<file path="src/rtl/counter_scheduler.sv">
// Round-robin scheduler sharing one Size-bit up-counter among several requesters.
// Each winner gets a timed run from 0 up to its latched limit, then a one-cycle done.
//
// Ports:
//   clock   system clock, all state on posedge
//   reset   asynchronous active-high reset
//   req     per-requester level request, held until done
//   limit   packed limits, requester i uses bits [i*Size +: Size]
//   cancel  global abort of the current run
//   grant   one-hot owner of the counter, zero when idle
//   busy    high while running or signalling done
//   done    one-cycle completion pulse to the owner
//   count   shared counter value
module counter_scheduler #(
  parameter int unsigned Size       = 5,
  parameter int unsigned Requesters = 4,
  parameter int unsigned IdxWidth   = 2
) (
  input  logic                         clock,
  input  logic                         reset,
  input  logic [Requesters-1:0]        req,
  input  logic [Requesters*Size-1:0]   limit,
  input  logic                         cancel,
  output logic [Requesters-1:0]        grant,
  output logic                         busy,
  output logic [Requesters-1:0]        done,
  output logic [Size-1:0]              count
);

  typedef enum logic [1:0] {
    IDLE = 2'd0,
    RUN  = 2'd1,
    DONE = 2'd2
  } state_t;

  state_t              state;
  logic [IdxWidth-1:0] ptr;
  logic [IdxWidth-1:0] owner;
  logic [Size-1:0]     lim_q;

  logic [IdxWidth-1:0] win;
  logic [IdxWidth:0]   cand;
  logic                found;
  logic [Size-1:0]     lim_sel;
  logic [IdxWidth-1:0] ptr_nxt;

  // First requesting index at or after ptr, scanning circularly.
  always_comb begin
    win   = ptr;
    found = 1'b0;
    cand  = '0;
    for (int i = 0; i < int'(Requesters); i++) begin
      cand = {1'b0, ptr} + (IdxWidth+1)'(i);
      if (cand >= (IdxWidth+1)'(Requesters)) begin
        cand = cand - (IdxWidth+1)'(Requesters);
      end
      if (!found && req[cand[IdxWidth-1:0]]) begin
        win   = cand[IdxWidth-1:0];
        found = 1'b1;
      end
    end
  end

  // Winner's limit and the pointer value just past the winner.
  always_comb begin
    lim_sel = '0;
    for (int i = 0; i < int'(Requesters); i++) begin
      if (IdxWidth'(i) == win) begin
        lim_sel = limit[i*Size +: Size];
      end
    end
    ptr_nxt = (win == IdxWidth'(Requesters - 1)) ? '0 : win + 1'b1;
  end

  // Scheduler FSM with registered outputs.
  always_ff @(posedge clock or posedge reset) begin
    if (reset) begin
      state <= IDLE;
      ptr   <= '0;
      owner <= '0;
      lim_q <= '0;
      grant <= '0;
      busy  <= 1'b0;
      done  <= '0;
      count <= '0;
    end else begin
      done <= '0;
      case (state)
        IDLE: begin
          if (found) begin
            state <= RUN;
            owner <= win;
            ptr   <= ptr_nxt;
            lim_q <= lim_sel;
            grant <= Requesters'(1) << win;
            busy  <= 1'b1;
            count <= '0;
          end
        end
        RUN: begin
          // Abort wins over completion; count is left where it stopped.
          if (cancel || !req[owner]) begin
            state <= IDLE;
            grant <= '0;
            busy  <= 1'b0;
          end else if (count == lim_q) begin
            state <= DONE;
            grant <= '0;
            done  <= Requesters'(1) << owner;
          end else begin
            count <= count + 1'b1;
          end
        end
        DONE: begin
          state <= IDLE;
          busy  <= 1'b0;
        end
        default: begin
          state <= IDLE;
          grant <= '0;
          busy  <= 1'b0;
        end
      endcase
    end
  end

endmodule

</file>
<file path="config.mk">
export PLATFORM = sky130hd
export DESIGN_NAME = counter_scheduler
export DESIGN_NICKNAME = d
export VERILOG_FILES = /design/src/rtl/counter_scheduler.sv
export SDC_FILE = /design/constraint.sdc
export NUM_CORES = 1
export LEC_CHECK = 0
export ABC_AREA = 1
export BUFFER_PORTS_ARGS = -buffer_cell sky130_fd_sc_hd__buf_2
export CORE_MARGIN = 10
export CORE_UTILIZATION = 50
export DETAILED_ROUTE_END_ITERATION = 8
export GPL_TIMING_DRIVEN = 0
export PLACE_DENSITY = 0.75
export SLEW_MARGIN = 20
export SYNTH_ARGS = -nofsm -noshare
export SYNTH_HDL_FRONTEND = slang
export SYNTH_SLANG_ARGS = --single-unit
</file>
<file path="constraint.sdc">
create_clock -name clock -period 5.35 [get_ports clock]
set_input_delay 0.2675 -clock clock [delete_from_list [all_inputs] [get_ports clock]]
set_output_delay 0.2675 -clock clock [all_outputs]
set_load 0.005 [all_outputs]
</file>
Word level (Yosys, flattened, before mapping)
Cells that the tools add are included.
{"block": "totals", "register_bits": 25, "wordCells": 102, "out_inout_bits": 14, "input_bits": 27}
{"block": "op_classes", "n_eq_ne": 12, "shift": 2, "muxes": 45, "bitwise": 1, "order_cmp": 9, "n_reduce_logical": 16, "n_addsub": 9}
{"op": "$mux 5", "count": 7}
{"op": "$mux 2", "count": 12}
{"op": "$mux 4", "count": 6}
{"op": "$lt 2x3->1 const B", "count": 5}
{"op": "$pmux 4 s3", "count": 1}
{"op": "$mux 1", "count": 11}
{"op": "$bmux 1 s2", "count": 5}
{"op": "$pmux 5 s2", "count": 1}
{"op": "$ge 3x3->1 const B", "count": 3}
{"op": "$ne 2x2->1 const B", "count": 4}
{"op": "$shl 1x2->4 const A", "count": 2}
{"op": "$sub 2x1->2 const B", "count": 4}
{"op": "$add 2x2->3 const B", "count": 2}
{"op": "$reduce_and 2->1", "count": 3}
{"op": "$add 5x1->5 const B", "count": 1}
{"op": "$eq 5x5->1", "count": 1}
{"op": "$eq 2x2->1 const A", "count": 2}
{"op": "$eq 2x2->1 const B", "count": 2}
{"op": "$logic_not 1->1", "count": 4}
{"op": "$logic_not 2->1", "count": 2}
{"op": "$pmux 2 s2", "count": 1}
{"op": "$reduce_and 4->1", "count": 1}
{"op": "$add 2x1->3 const B", "count": 1}
{"op": "$ge 2x3->1 const B", "count": 1}
{"op": "other kinds (10)", "count": 12}

Depth between registers and ports, before layout
{"block": "logic_depth", "word_depth": 19, "depth_mapped": 22, "depth_no_buf": 21}

Worst setup path after synthesis
Ideal clock, no wire load.
{"block": "synth_path", "kind": "register -> register", "startpoint": "reg ptr[0]", "endpoint": "reg lim_q[0]", "t_required_ns": 5.276, "arrival_time_ns": 2.315, "path_buffers": 1, "path_slack_ns": 2.961, "period_less_slack_ns": 2.389, "setup_ns": 0.074, "stages_incl_launch_ff": 20, "cell_sequence": "dfrtp_1 > inv_2 > buf_6 > nand2_1 > nand3_1 > nand2_1 > nor2_4 > nand4_1 > nand2_1 > nand2_1 > nand2_1 > inv_1 > ha_1 > nor2_1 > a22oi_1 > o21ai_0 > nand2_1 > nand2_1 > nand2_1 > o21ai_2"}
{"block": "synth_via", "elab_chain_len": 19, "word_cells_on_any_way": 46, "cone_classes": "add/sub (7); order compare (4); eq/ne (3); mux (24); reduce/logical (8)"}
{"element": "from (decl)", "line": "37", "rtl": "logic [IdxWidth-1:0] ptr;"}
{"element": "from (signal assigned)", "line": "93", "rtl": "ptr <= ptr_nxt;"}
{"element": "parallel branches: the longest is 13 deep, another holds $add 2x1->3"}
{"element": "$mux 2 *", "line": "57", "rtl": "if (!found && req[cand[IdxWidth-1:0]]) begin"}
{"element": "named net win[1]", "line": "41", "rtl": "logic [IdxWidth-1:0] win;"}
{"element": "$logic_not 2->1", "line": "68", "rtl": "if (IdxWidth'(i) == win) begin"}
{"element": "$mux 5 (3 in series)", "line": "68"}
{"element": "$mux 5 *", "line": "68"}
{"element": "to (signal assigned)", "line": "94", "rtl": "lim_q <= lim_sel;"}
{"element": "to (decl)", "line": "39", "rtl": "logic [Size-1:0] lim_q;"}
Mark *: on every way through the listed nets, which the timed path passes. The select of a mux whose other input is x is not followed.
A chain may end at the register's enable or synchronous reset.

Worst setup path after layout
{"block": "layout_path", "startpoint": "reg ptr[1]", "endpoint": "reg lim_q[4]"}
Same word-level chain as after synthesis.

==> out/metrics.cfg <==
[final_layout]
layout-drive-gt1-share_pct = 23.66
final_core_util_pct = 59.96
fin_cells = 325
final_nets = 312
fillers = 335
synthToLayoutAreaGrowth_pct = 16.55
antenna_cells = 0
fin_area_um2 = 2001

[route]
avgViaCountPerCell = 4.837
wire_per_inst_um = 11.73
wl_um = 3812
drcViolationCount = 0
drt_iter0_drc = 69
via_count = 1572
firstDrtPassIters = 4
ant_nets = 0

[critical_path]
crit_start = ptr[1]
slowest_stage = dfrtp_1
crit_fanout = 7
crit_type = flip-flop to flip-flop
crit_top_cell = nand2_1
critPathTopFamily = simple AND/OR/NAND/NOR gates
critPathLaunchType = flip-flop
endpoint_kind = flip-flop
r2r_end = lim_q[4]
worst-path-buf-inv = 2
cp.arrival_ns = 3.07
required_ns = 5.60
critical_path_cell_count = 16
crit_path_max_incr_delay_ns = 0.48
rrSetupSlack_ns = 2.53
endpoint = lim_q[4]
r2r-start = ptr[1]
reg2reg_depth = 16
cp_cell_sequence = inv_2 > nand2_1 > nand2_2 > nand2_1 > o21ai_4 > nand4_1 > nand2_1 > nand2_1 > nand2_1 > inv_1 > ha_1 > nor2_1 > a22oi_1 > o21ai_0 > a21boi_0 > o21ai_0

[power_and_ir_drop]
irDropWorstVdd_v = 0.0003345
p_per_area_nw_per_um2 = 662.4
leakage_nw = 1.145

[timing]
worstMarginPinSlew_ns = 0.9164
tns_ns = 0
finalSetupViolCount = 0
hold_viol = 0
slew_headroom_pct = 38.84
skew_ns = 0.003973
slew_viol_final = 0
rsz0062_at_grt = false
post-route-min-period_ns = 2.820
holdWs_ns = 0.1259
max_freq_mhz = 354.6
layout_worst_path_cycle_share_pct = 52.71

[clock_network]
cts_tree = yes
cts_hold_buf = 0
clkTransAtPathRegs_ns = 0.14
cts-buffers-inserted = 3
h-tree-depth = 1
cts-root-buf = clkbuf_4
post_cts_resized = 0
clock_sinks = 25
cts_setup_buffers = 0
clkLatencyLatePin_ns = 0.32
clock_path_buffers = 2

[global_route]
grt_pass1_wl_um = 6817
grt_max_degree = 26
antenna_found_initial = 0
grt_usage_pct = 12.85
grt_pass1_vias = 1526
globalRouteOverflowTotal = 0

[synthesis]
ys_seq_elements = 25
synth_most_common_cell = nand2_1
syn-cell-area_um2 = 1717
synth_commonest_cells = 98 x nand2_1, 25 x dfrtp_1, 24 x inv_1, 20 x nand3_1, 10 x o21ai_0
ys_types = 25
yosysTopAreaCell = dfrtp_1
synth_edf_count = 0
yosysTopAreaCellShare_pct = 36.44
synthCells = 235
postSynthAreaPerCell_um2 = 7.305
synthFlopType = dfrtp_1
yosysWarningCount = 0
async_flop_share_pct = 100.0
seq_area_frac_synth_pct = 36.44
ys_top_cells_by_area = dfrtp_1 36%, nand2_1 21%, nand3_1 5.8%
synthesis.nets = 267

[floorplanning]
coreArea_um2 = 3337
rows = 21
die_h_um = 78.60
dieArea_um2 = 6177
die_w_um = 78.60
ios = 41
initial_core_util_pct = 51.44

[placement]
placed_cells = 321
place_area_um2 = 1974
dpl.hpwl_um = 3080
port_buffers = 40
gp_congestion = 0.8437

[job]
max_cap_violations = 0

[run_status]
outcome = complete, no violations

[min_path]
hold_path.class = primary input to async pin

==> per-layer routing <==
metal	GRT usage, %	routed length (um)	vias to the layer above
li1	-	-	833
met5	0	0	-
met3	3.075	282	2
met1	17.29	1798	690
met4	3.763	32	0
met2	19.90	1698	47
==> cells in the final DEF, fill, tap and decap left out <==
master | synthesis | final
nand2_1 | 98 | 98
buf_2 | 0 | 40
dfrtp_1 | 25 | 25
inv_1 | 24 | 24
nand3_1 | 20 | 20
o21ai_0 | 10 | 10
nor2_1 | 8 | 8
xor2_1 | 6 | 6
o21ai_2 | 6 | 6
a22oi_1 | 5 | 5
ha_1 | 5 | 5
nor3_1 | 4 | 4
nand2_2 | 3 | 3
nand4_1 | 3 | 3
a21boi_0 | 3 | 3
clkbuf_4 | 0 | 3
inv_2 | 2 | 2
buf_6 | 2 | 2
nor2_4 | 2 | 2
nor2_8 | 2 | 2
clkbuf_1 | 1 | 2
o21ai_4 | 1 | 1
nand2_4 | 1 | 1
buf_8 | 1 | 1
buf_4 | 1 | 1
nand4_2 | 1 | 1
a21oi_2 | 1 | 1
==> how the worst min path moves through the flow <==
stage                  start  endpoint  slack, ns
floorplan              reset      busy       0.29
global placement    grant[1]  grant[1]       0.45
detailed placement  grant[2]  grant[2]       0.46
CTS                    reset  count[2]       0.17
global route           reset  state[1]       0.21
finish                 reset  count[2]       0.13
==> worst register-to-register path, cell delays in order (launching register included) <==
cell and delay (ns):
dfrtp_1 0.48, inv_2 0.16, nand2_1 0.08, nand2_2 0.13, nand2_1 0.11, o21ai_4 0.11
nand4_1 0.22, nand2_1 0.10, nand2_1 0.05, nand2_1 0.12, inv_1 0.08, ha_1 0.27
nor2_1 0.30, a22oi_1 0.10, o21ai_0 0.19, a21boi_0 0.11, o21ai_0 0.15
==> power breakdown <==
part / leakage, nW / switching (W) / internal, W
Sequential: 0.327 / 0.0000559 / 0.000254
Combinational: 0.804 / 0.000583 / 0.000347
Clock: 0.0150 / 0.0000568 / 0.0000291
Total: 1.15 / 0.000695 / 0.000630
==> state kept, by name, indices dropped and copies added, names as in the netlist <==
signal and flops:
count 5, lim_q 5, done 4, grant 4, owner 2, ptr 2
state 2, busy 1
==> kinds of logic (layout without fill, tap and decap cells) <==
group           count (synthesis)  after routing  share of synthesized area, %
simple gates                  142            142                         37.39
compound gates                 26             26                         10.93
fa+ha+maj                       5              5                         3.644
xor+xnor                        6              6                         3.061
buf+inv                        31             75                         8.528
flops                          25             25                         36.44
==> metrics by stage <==
step / worst slack, ns / power [W]
floorplan: 2.961 / 0.001053
global placement: 2.610 / 0.001228
detailed placement: 2.545 / 0.001251
CTS: 2.512 / 0.001339
global route: 2.111 / 0.001505
finish: 2.530 / 0.001325
==> final cells by class <==
class	instances	area [um2]	area share [%]
sequential	25	625.6	31.27
timing repair buffer	40	200.2	10.01
buffer	5	48.80	2.439
clock buffer	4	26.28	1.313
tap	46	57.56	2.877
multi-input combinational	179	944.7	47.22
inverter	26	97.59	4.878
Power figures use the tool's default switching activity.
